<file path="src/rtl/fp_add_arbiter_if.sv">
// Bundle of request, adder and result signals between two requesters, the
// scheduler and the shared adder pipeline.
interface fp_add_arbiter_if #(
  parameter int OP_W = 35
);
  logic            req0_valid;
  logic            req1_valid;
  logic            req0_ready;
  logic            req1_ready;
  logic [OP_W-1:0] req0_a;
  logic [OP_W-1:0] req0_b;
  logic [OP_W-1:0] req1_a;
  logic [OP_W-1:0] req1_b;
  logic            drain_i;
  logic            add_valid_o;
  logic [OP_W-1:0] add_a_o;
  logic [OP_W-1:0] add_b_o;
  logic [OP_W-1:0] add_result_i;
  logic            res0_valid;
  logic            res1_valid;
  logic [OP_W-1:0] res_data;
  logic            busy;

  // Scheduler side
  modport slave (
    input  req0_valid, req1_valid, req0_a, req0_b, req1_a, req1_b,
    input  drain_i, add_result_i,
    output req0_ready, req1_ready, add_valid_o, add_a_o, add_b_o,
    output res0_valid, res1_valid, res_data, busy
  );

  // Requester / adder environment side
  modport master (
    output req0_valid, req1_valid, req0_a, req0_b, req1_a, req1_b,
    output drain_i, add_result_i,
    input  req0_ready, req1_ready, add_valid_o, add_a_o, add_b_o,
    input  res0_valid, res1_valid, res_data, busy
  );
endinterface

</file>
<file path="src/rtl/fp_add_arbiter.sv">
// Round-robin scheduler sharing one fixed-latency FP adder between two
// requesters; each issued operation carries its requester ID down a tag
// pipeline so the result can be steered back to its owner.
module fp_add_arbiter #(
  parameter int SIZE_MANTISSA        = 24,
  parameter int SIZE_EXPONENT        = 8,
  parameter int SIZE_EXCEPTION_FIELD = 2,
  parameter int LATENCY              = 4
) (
  input  logic              clk,
  input  logic              rst_n,
  fp_add_arbiter_if.slave   bus
);
  localparam int OP_W = SIZE_EXCEPTION_FIELD + 1 + SIZE_EXPONENT + SIZE_MANTISSA;

  logic            prio_q, prio_d;
  logic            gnt0, gnt1, hs;
  logic            add_valid_q, add_valid_d;
  logic [OP_W-1:0] add_a_q, add_a_d;
  logic [OP_W-1:0] add_b_q, add_b_d;
  logic            issue_id_q, issue_id_d;
  logic [LATENCY-1:0] tag_vld_q;
  logic [LATENCY-1:0] tag_id_q;
  logic            res0_q, res1_q;
  logic [OP_W-1:0] res_data_q;
  logic            tap_vld, tap_id;

  // Grant: drain or reset blocks everything; contention resolved by prio
  always_comb begin
    gnt0 = 1'b0;
    gnt1 = 1'b0;
    if (rst_n && !bus.drain_i) begin
      if (bus.req0_valid && !bus.req1_valid) begin
        gnt0 = 1'b1;
      end else if (bus.req1_valid && !bus.req0_valid) begin
        gnt1 = 1'b1;
      end else if (bus.req0_valid && bus.req1_valid) begin
        gnt0 = ~prio_q;
        gnt1 = prio_q;
      end
    end
  end

  // Ready is only raised towards a valid requester, so a grant is a handshake
  assign hs = gnt0 | gnt1;

  // Next-state for the pointer and the issue registers
  always_comb begin
    prio_d      = hs ? ~gnt1 : prio_q;
    add_valid_d = hs;
    add_a_d     = add_a_q;
    add_b_d     = add_b_q;
    issue_id_d  = issue_id_q;
    if (hs) begin
      add_a_d    = gnt1 ? bus.req1_a : bus.req0_a;
      add_b_d    = gnt1 ? bus.req1_b : bus.req0_b;
      issue_id_d = gnt1;
    end
  end

  // Priority pointer and registered issue to the adder
  always_ff @(posedge clk) begin
    if (!rst_n) begin
      prio_q      <= 1'b0;
      add_valid_q <= 1'b0;
      add_a_q     <= '0;
      add_b_q     <= '0;
      issue_id_q  <= 1'b0;
    end else begin
      prio_q      <= prio_d;
      add_valid_q <= add_valid_d;
      add_a_q     <= add_a_d;
      add_b_q     <= add_b_d;
      issue_id_q  <= issue_id_d;
    end
  end

  // Tag pipeline fed from the issue stage; its last stage lines up with add_result_i
  always_ff @(posedge clk) begin
    if (!rst_n) begin
      tag_vld_q <= '0;
      tag_id_q  <= '0;
    end else begin
      tag_vld_q[0] <= add_valid_q;
      tag_id_q[0]  <= issue_id_q;
      for (int i = 1; i < LATENCY; i++) begin
        tag_vld_q[i] <= tag_vld_q[i-1];
        tag_id_q[i]  <= tag_id_q[i-1];
      end
    end
  end

  assign tap_vld = tag_vld_q[LATENCY-1];
  assign tap_id  = tag_id_q[LATENCY-1];

  // Capture a returning result and strobe the requester that issued it
  always_ff @(posedge clk) begin
    if (!rst_n) begin
      res0_q     <= 1'b0;
      res1_q     <= 1'b0;
      res_data_q <= '0;
    end else begin
      res0_q <= tap_vld & ~tap_id;
      res1_q <= tap_vld & tap_id;
      if (tap_vld) begin
        res_data_q <= bus.add_result_i;
      end
    end
  end

  assign bus.req0_ready  = gnt0;
  assign bus.req1_ready  = gnt1;
  assign bus.add_valid_o = add_valid_q;
  assign bus.add_a_o     = add_a_q;
  assign bus.add_b_o     = add_b_q;
  assign bus.res0_valid  = res0_q;
  assign bus.res1_valid  = res1_q;
  assign bus.res_data    = res_data_q;
  assign bus.busy        = add_valid_q | (|tag_vld_q) | res0_q | res1_q;
endmodule

</file>
<file path="src/flat_wrapper.sv">
// flat-port wrapper written by rule: the top's interface ports become plain ports
module fp_add_arbiter_flat 
#(
  parameter int SIZE_MANTISSA        = 24,
  parameter int SIZE_EXPONENT        = 8,
  parameter int SIZE_EXCEPTION_FIELD = 2,
  parameter int LATENCY              = 4
)
  (clk, rst_n, bus_req0_valid, bus_req1_valid, bus_req0_a, bus_req0_b, bus_req1_a, bus_req1_b, bus_drain_i, bus_add_result_i, bus_req0_ready, bus_req1_ready, bus_add_valid_o, bus_add_a_o, bus_add_b_o, bus_res0_valid, bus_res1_valid, bus_res_data, bus_busy);
  fp_add_arbiter_if #(.OP_W((35))) bus_i ();
  input  logic clk;
  input  logic rst_n;
  input wire logic [$bits(bus_i.req0_valid)-1:0] bus_req0_valid;
  input wire logic [$bits(bus_i.req1_valid)-1:0] bus_req1_valid;
  input wire logic [$bits(bus_i.req0_a)-1:0] bus_req0_a;
  input wire logic [$bits(bus_i.req0_b)-1:0] bus_req0_b;
  input wire logic [$bits(bus_i.req1_a)-1:0] bus_req1_a;
  input wire logic [$bits(bus_i.req1_b)-1:0] bus_req1_b;
  input wire logic [$bits(bus_i.drain_i)-1:0] bus_drain_i;
  input wire logic [$bits(bus_i.add_result_i)-1:0] bus_add_result_i;
  output wire logic [$bits(bus_i.req0_ready)-1:0] bus_req0_ready;
  output wire logic [$bits(bus_i.req1_ready)-1:0] bus_req1_ready;
  output wire logic [$bits(bus_i.add_valid_o)-1:0] bus_add_valid_o;
  output wire logic [$bits(bus_i.add_a_o)-1:0] bus_add_a_o;
  output wire logic [$bits(bus_i.add_b_o)-1:0] bus_add_b_o;
  output wire logic [$bits(bus_i.res0_valid)-1:0] bus_res0_valid;
  output wire logic [$bits(bus_i.res1_valid)-1:0] bus_res1_valid;
  output wire logic [$bits(bus_i.res_data)-1:0] bus_res_data;
  output wire logic [$bits(bus_i.busy)-1:0] bus_busy;
  assign bus_i.req0_valid = bus_req0_valid;
  assign bus_i.req1_valid = bus_req1_valid;
  assign bus_i.req0_a = bus_req0_a;
  assign bus_i.req0_b = bus_req0_b;
  assign bus_i.req1_a = bus_req1_a;
  assign bus_i.req1_b = bus_req1_b;
  assign bus_i.drain_i = bus_drain_i;
  assign bus_i.add_result_i = bus_add_result_i;
  assign bus_req0_ready = bus_i.req0_ready;
  assign bus_req1_ready = bus_i.req1_ready;
  assign bus_add_valid_o = bus_i.add_valid_o;
  assign bus_add_a_o = bus_i.add_a_o;
  assign bus_add_b_o = bus_i.add_b_o;
  assign bus_res0_valid = bus_i.res0_valid;
  assign bus_res1_valid = bus_i.res1_valid;
  assign bus_res_data = bus_i.res_data;
  assign bus_busy = bus_i.busy;
  fp_add_arbiter #(.SIZE_MANTISSA(SIZE_MANTISSA), .SIZE_EXPONENT(SIZE_EXPONENT), .SIZE_EXCEPTION_FIELD(SIZE_EXCEPTION_FIELD), .LATENCY(LATENCY)) u_core (.clk(clk), .rst_n(rst_n), .bus(bus_i));
endmodule
</file>
<file path="config.mk">
export PLATFORM = sky130hd
export DESIGN_NAME = fp_add_arbiter_flat
export DESIGN_NICKNAME = d
export VERILOG_FILES = /design/src/rtl/fp_add_arbiter_if.sv /design/src/rtl/fp_add_arbiter.sv /design/src/flat_wrapper.sv
export SDC_FILE = /design/constraint.sdc
export NUM_CORES = 1
export LEC_CHECK = 0
export CAP_MARGIN = 20
export CORE_MARGIN = 4
export CORE_UTILIZATION = 39
export DETAILED_ROUTE_END_ITERATION = 16
export PLACE_DENSITY = 0.95
export SLEW_MARGIN = 5
export SYNTH_ARGS = -nofsm -noshare
export SYNTH_HDL_FRONTEND = slang
export SYNTH_SLANG_ARGS = --single-unit
</file>
<file path="constraint.sdc">
create_clock -name clk -period 2.25 [get_ports clk]
set_clock_uncertainty 0.15 [all_clocks]
set_input_delay 0.3375 -clock clk [delete_from_list [all_inputs] [get_ports clk]]
set_output_delay 0.3375 -clock clk [all_outputs]
set_load 0.02 [all_outputs]
</file>
==> impl_metrics.json <==
{
  "fin_area_um2": 8260,
  "synth_seq_area_share": 0.518,
  "tritoncts": "done",
  "path_clk_slew_ns": 0.05,
  "num_vias": 4434,
  "drv_slew": 0,
  "timing.final.ws_setup_ns": 0.107,
  "placed_cell_area_um2": 7610,
  "crit_chain": "clkdlybuf4s50_1 -> buf_4 -> nand3b_1 -> nor2_1 -> dlygate4sd2_1",
  "hold_class": "register to register",
  "clk_latency_ns": 0.41,
  "die_y_um": 116,
  "fin_util": 0.723,
  "clock_sinks": 118,
  "grt_pass1_wl_mm": 24.5,
  "ioPinCount": 291,
  "synthArstFlopShare": 0,
  "critPathMaxStageDelay_ns": 0.54,
  "combinationalPowerShare": 0.151,
  "pwr_density_cell_nw_per_um2": 740,
  "instances_no_fill": 845,
  "grt.total_usage": 0.235,
  "period_share": 0.953,
  "syn_area_per_cell_um2": 11.4,
  "synth_edf_count": 0,
  "clock_path_buffers": 2,
  "hold_violations": 0,
  "power_frac_seq": 0.368,
  "avgViaCountPerCell": 5.25,
  "rows": 39,
  "power_switching_share": 0.226,
  "gp_congestion": 0.786,
  "cts_hold_buf": 0,
  "worst_pin_slew_ns": 0.762,
  "drt_iter0_drc": 281,
  "root_buffer": "clkbuf_16",
  "clock_power_share": 0.481,
  "ir_drop_mv": 0.466,
  "switching_power_mw": 1.38,
  "critPathKind": "primary input to primary output",
  "antenna_found_initial": 0,
  "crit_slowest_cell": "clkdlybuf4s50_1",
  "drc": 0,
  "drive_above_1_share": 0.0783,
  "fmax_mhz": 467,
  "worstSetupEndpointType": "primary output",
  "critPathRequiredTime_ns": 1.76,
  "fin_nets": 869,
  "place_ws_ns": -0.159,
  "grt_overflow_total": 0,
  "fin_crit_ns": 2.14,
  "leakage_nw": 2.97,
  "syn_inst": 400,
  "insertedDiodeCount": 0,
  "r2r_start": "u_core.prio_q",
  "avgRoutedWirePerCell_um": 19.7,
  "status": "complete, no violations",
  "grt_pass1_vias": 4679,
  "hold_path_startpoint": "u_core.tag_id_q[3]",
  "core_um2": 11400,
  "ys_types": 26,
  "yosys_most_used_dff": "dfxtp_1",
  "r2r_end": "u_core.bus.add_a_o[18]",
  "rsz0062_at_grt": "no",
  "min_path_cells": 1,
  "grt_max_degree": 72,
  "ys_seq_elements": 118,
  "cts_max_level": 4,
  "slew_headroom": 0.492,
  "holdPathEnd": "u_core.bus.res0_valid",
  "path_max_fanout": 4,
  "worstSetupStartpointType": "primary input",
  "postRouteAntennaNets": 0,
  "start_util": 0.400,
  "synth_nets": 580,
  "power_mw": 6.12,
  "io_buffer_count": 290,
  "synth-warning-count": 0,
  "dpl.cell_count": 813,
  "area_delta_synth_final_pct": 81.0,
  "synth_area_um2": 4560,
  "die_area_um2": 13500,
  "maxCapViolCount": 0,
  "ff2ff_setup_slack_ns": 0.44,
  "wl_mm": 16.6,
  "cp.arrival_ns": 1.66,
  "power.internal_mw": 4.73,
  "die_w_um": 116,
  "cts_buffers": 17,
  "dp_hpwl_mm": 12.2,
  "dr.pass1.iters": 4,
  "reg2regPathDepth": 4,
  "finalSetupViolCount": 0
}
-- power by group through the flow --
| stage | registers, mW | clock network (mW) | logic (mW) |
|---|---|---|---|
| 2_1_floorplan | 2.40 | 0 | 0.224 |
| 3_3_place_gp | 2.29 | 0 | 0.899 |
| 3_5_place_dp | 2.29 | 0 | 0.922 |
| 4_1_cts | 2.25 | 2.98 | 0.927 |
| 5_1_grt | 2.26 | 3.07 | 0.972 |
| 6_report | 2.25 | 2.94 | 0.922 |
-- logic make-up (layout without fill, tap and decap cells) --
kind of cell	after synthesis	count (layout)	synth area share
simple gates	127	127	0.189
buf+inv	42	344	0.0496
compound gates	78	78	0.167
mux	35	35	0.0768
flops	118	118	0.518
-- worst max-delay path, delay by kind of cell --
family	cells	cell delay (ns)
buffers and inverters	3	1.05
AND/OR/NAND/NOR	2	0.26
-- synthesized netlist by cell type (2+ instances only) --
cell type / instances / area, um2
a221o_1: 68 / 681
mux2i_1: 35 / 350
dfxtp_1: 118 / 2360
o31a_1: 2 / 17.5
o21a_1: 3 / 22.5
buf_2: 13 / 65.1
inv_1: 2 / 7.51
nor3b_1: 70 / 526
nor2b_1: 28 / 175
clkbuf_1: 18 / 67.6
buf_6: 7 / 78.8
nor2_1: 11 / 41.3
nand2_1: 2 / 7.51
o41a_1: 2 / 22.5
nor3_1: 2 / 10.0
and2_1: 9 / 56.3
-- layout by cell type (no fill, tap or decap), types with 2 or more instances in the layout --
cell type	Yosys	routed
bufinv_16	0	4
nor2_1	11	11
nand2_1	2	2
o21a_1	3	2
clkinvlp_4	0	2
a221o_1	68	68
clkbuf_16	0	17
and2_1	9	8
nor2b_1	28	28
dfxtp_1	118	117
dlygate4sd2_1	0	3
o41a_1	2	2
inv_1	2	2
clkdlybuf4s50_1	0	287
mux2i_1	35	35
clkinv_4	0	2
buf_12	0	3
nor3_1	2	2
buf_4	0	16
o31a_1	2	2
clkbuf_8	0	4
nor3b_1	70	70
-- sequential cells by signal, indices dropped and copies added, names as in the netlist --
name and flops:
u_core.bus.add_valid_o 1, u_core.bus.add_a_o 35, u_core.bus.res1_valid 1, u_core.bus.res0_valid 1, u_core.prio_q 1, u_core.tag_id_q 4, u_core.tag_vld_q 4, u_core.issue_id_q 1
u_core.bus.add_b_o 35, u_core.bus.res_data 35
-- timing repair --
item                                    4_1_cts  5_1_grt
endpoints found under the setup margin        3        0
setup buffers                                 0        0
gates resized for setup                       3        0
-- area by class of cell --
class	count	area, um2
multi-input combinational	240	1980
sequential	118	2360
timing repair buffer	309	3080
tap	143	179
clock inverter	10	166
inverter	3	11.3
fill	763	3160
clock buffer	22	484
-- worst max-delay path by stage --
stage                    from                endpoint  slack, ns  cells after the start
2_1_floorplan  bus_req1_valid          bus_req1_ready       0.56                      3
3_3_place_gp            rst_n          bus_req0_ready      -0.11                      5
3_5_place_dp      bus_drain_i  u_core.bus.add_a_o[32]      -0.16                      6
4_1_cts                 rst_n          bus_req0_ready       0.12                      5
5_1_grt                 rst_n          bus_req0_ready       0.05                      5
6_report                rst_n          bus_req0_ready       0.11                      5
-- layer usage --
layer / GRT usage / up-vias / wire length [um]
li1: - / 2090 / -
met1: 0.254 / 2081 / 6090
met2: 0.411 / 228 / 8450
met3: 0.0964 / 35 / 1640
met4: 0.0905 / 0 / 435
met5: 0 / - / 0
-- stage by stage --
stage / hold WS [ns] / TNS [ns]
2_1_floorplan: 0.233 / 0
3_3_place_gp: 0.243 / -5.14
3_5_place_dp: 0.247 / -7.54
4_1_cts: 0.255 / 0
5_1_grt: 0.267 / 0
6_report: 0.259 / 0
No activity file was read; power rests on OpenSTA's default activity.
==> patch, RTL diff (config.mk and constraints unchanged) <==
`LATENCY` is set to 4 in 2 places; all go to 3.
--- a/src/rtl/fp_add_arbiter.sv
+++ b/src/rtl/fp_add_arbiter.sv
@@ -5,7 +5,7 @@
   parameter int SIZE_MANTISSA        = 24,
   parameter int SIZE_EXPONENT        = 8,
   parameter int SIZE_EXCEPTION_FIELD = 2,
-  parameter int LATENCY              = 4
+  parameter int LATENCY              = 3
 ) (
   input  logic              clk,
   input  logic              rst_n,
--- a/src/flat_wrapper.sv
+++ b/src/flat_wrapper.sv
@@ -4,7 +4,7 @@
   parameter int SIZE_MANTISSA        = 24,
   parameter int SIZE_EXPONENT        = 8,
   parameter int SIZE_EXCEPTION_FIELD = 2,
-  parameter int LATENCY              = 4
+  parameter int LATENCY              = 3
 )
   (clk, rst_n, bus_req0_valid, bus_req1_valid, bus_req0_a, bus_req0_b, bus_req1_a, bus_req1_b, bus_drain_i, bus_add_result_i, bus_req0_ready, bus_req1_ready, bus_add_valid_o, bus_add_a_o, bus_add_b_o, bus_res0_valid, bus_res1_valid, bus_res_data, bus_busy);
   fp_add_arbiter_if #(.OP_W((35))) bus_i ();
Behaviour: not the same (Yosys sat finds a counterexample within 10 cycles, from zero or initial values and one cycle with rst_n low).
==> patch against the original RTL <==
- worst setup slack improved by 0.028 ns
- wire length shrank 3.8%
- area after synthesis shrank 1.1%
- final area is 2.0% lower
- sequential cell count shrank 2
- total power decreased by 8.7%
- core utilization is 1.2 points lower
- fmax is 1.3% higher
==> patch: results (changes against the original RTL) <==
.. list-table::
   :header-rows: 1

   * - Metric
     - Value
   * - Post-Place Cell Area
     - 7560 um2 (-0.72%)
   * - Crit path largest cell delay
     - 0.55 ns
   * - Critical Path Start
     - u_core.bus.add_valid_o
   * - Clk Latency, worst-skew pair
     - 0.40 ns
   * - Data arrival time of the critical path
     - 1.63 ns (-0.03 ns)
   * - Number of distinct library cells after synthesis
     - 27 (+3.8%)
   * - Final layout net count
     - 863 (-0.69%)
   * - Total routing resource utilization after global routing
     - 22.8% (-0.67 points)
   * - Run status
     - complete, no violations
   * - Final HPWL from detailed placement
     - 11800 um (-3.7%)
   * - Critical hold path startpoint
     - u_core.tag_id_q[2]
   * - P_leak
     - 2.90 nW (-2.5%)
   * - Fraction of final layout cells sized beyond drive strength 1
     - 7.23% (-0.61 points)
   * - Biggest area contributors in the synthesized netlist
     - sky130_fd_sc_hd__dfxtp_1, sky130_fd_sc_hd__a221o_1, sky130_fd_sc_hd__nor3b_1, sky130_fd_sc_hd__mux2i_1, sky130_fd_sc_hd__nor2b_1
   * - Commonest cells in the netlist
     - sky130_fd_sc_hd__dfxtp_1, sky130_fd_sc_hd__nor3b_1, sky130_fd_sc_hd__a221o_1
   * - First-pass GRT wire length
     - 23800 um (-2.7%)
   * - Maximum vdd drop
     - 0.442 mV (-5.0%)
   * - Routed WL per cell
     - 19.1 um (-2.7%)
   * - Initial antenna violation count
     - 0 (unchanged)
   * - GPL Wtd Cong
     - 0.792 (+0.80%)
   * - Worst-path maximum fanout
     - 3 (-1)
   * - Filler Cells Inserted
     - 756 (-0.92%)
   * - Iteration-0 DRC count of the detailed router
     - 263 (-6.4%)
   * - Transition time of the tightest slew-check pin
     - 0.780 ns (+0.0178 ns)
   * - Portion of the post-synthesis area used by sequential elements
     - 51.5% (-0.31 points)
   * - Syn_nets
     - 576 (-0.69%)
   * - Length of the first detailed-routing pass in iterations
     - 4 (unchanged)
   * - Worst setup timing slack at the placement stage
     - -0.192 ns (-0.0334 ns)
   * - Mean number of vias per cell
     - 5.29 (+0.83%)
## patch: where the power goes
group,switching (W),internal (W)
Clock,0.000885,0.00154
Combinational,0.000362,0.000573
Sequential,0.0000626,0.00216
Total,0.00131,0.00428
## patch: cells by family after synthesis
| family | synth area share, % |
|---|---|
| AND/OR/NAND/NOR | 18.9 |
| flip-flops | 51.5 |
| AO/OA/AOI/OAI | 16.9 |
| buffers and inverters | 5.07 |
| multiplexers | 7.76 |
## patch: final timing paths
| check | slack (ns) | to |
|---|---|---|
| worst max-delay path | 0.13 | bus_busy |
| worst min-delay path | 0.26 | u_core.bus.res0_valid |
| worst max register to register | 0.31 | u_core.bus.add_a_o[17] |
| worst min register to register | 0.26 | u_core.bus.res0_valid |
## patch: repair_timing
item                       4_1_cts  5_1_grt
setup endpoints to repair        2        0
gates resized for setup          2        0
hold buffers                     0        0
## patch: per-stage QoR
| step | hold WS (ns) | cells | setup TNS [ns] | total power, W |
|---|---|---|---|---|
| floorplan | 0.233 | 396 | 0 | 0.00260 |
| global placement | 0.236 | 807 | -8.94 | 0.00317 |
| detailed placement | 0.253 | 807 | -11.36 | 0.00319 |
| CTS | 0.261 | 835 | 0 | 0.00564 |
| global route | 0.291 | 835 | 0 | 0.00579 |
| finish | 0.258 | 835 | 0 | 0.00559 |
## patch: cell type report
type | instances | area [um2] | share of cell area, %
sequential | 116 | 2320 | 28.7
tap | 143 | 179 | 2.21
clock inverter | 9 | 85.1 | 1.05
inverter | 3 | 11.3 | 0.139
multi-input combinational | 238 | 1960 | 24.3
timing repair buffer | 307 | 3080 | 38.0
clock buffer | 19 | 453 | 5.60
## patch: layer usage
metal	GRT usage, %	share of wire (%)	up-vias
li1	-	-	2069
met1	24.4	37	2053
met2	39.7	50	259
met3	8.56	11	37
met4	11.0	2.7	0
met5	0	0	-
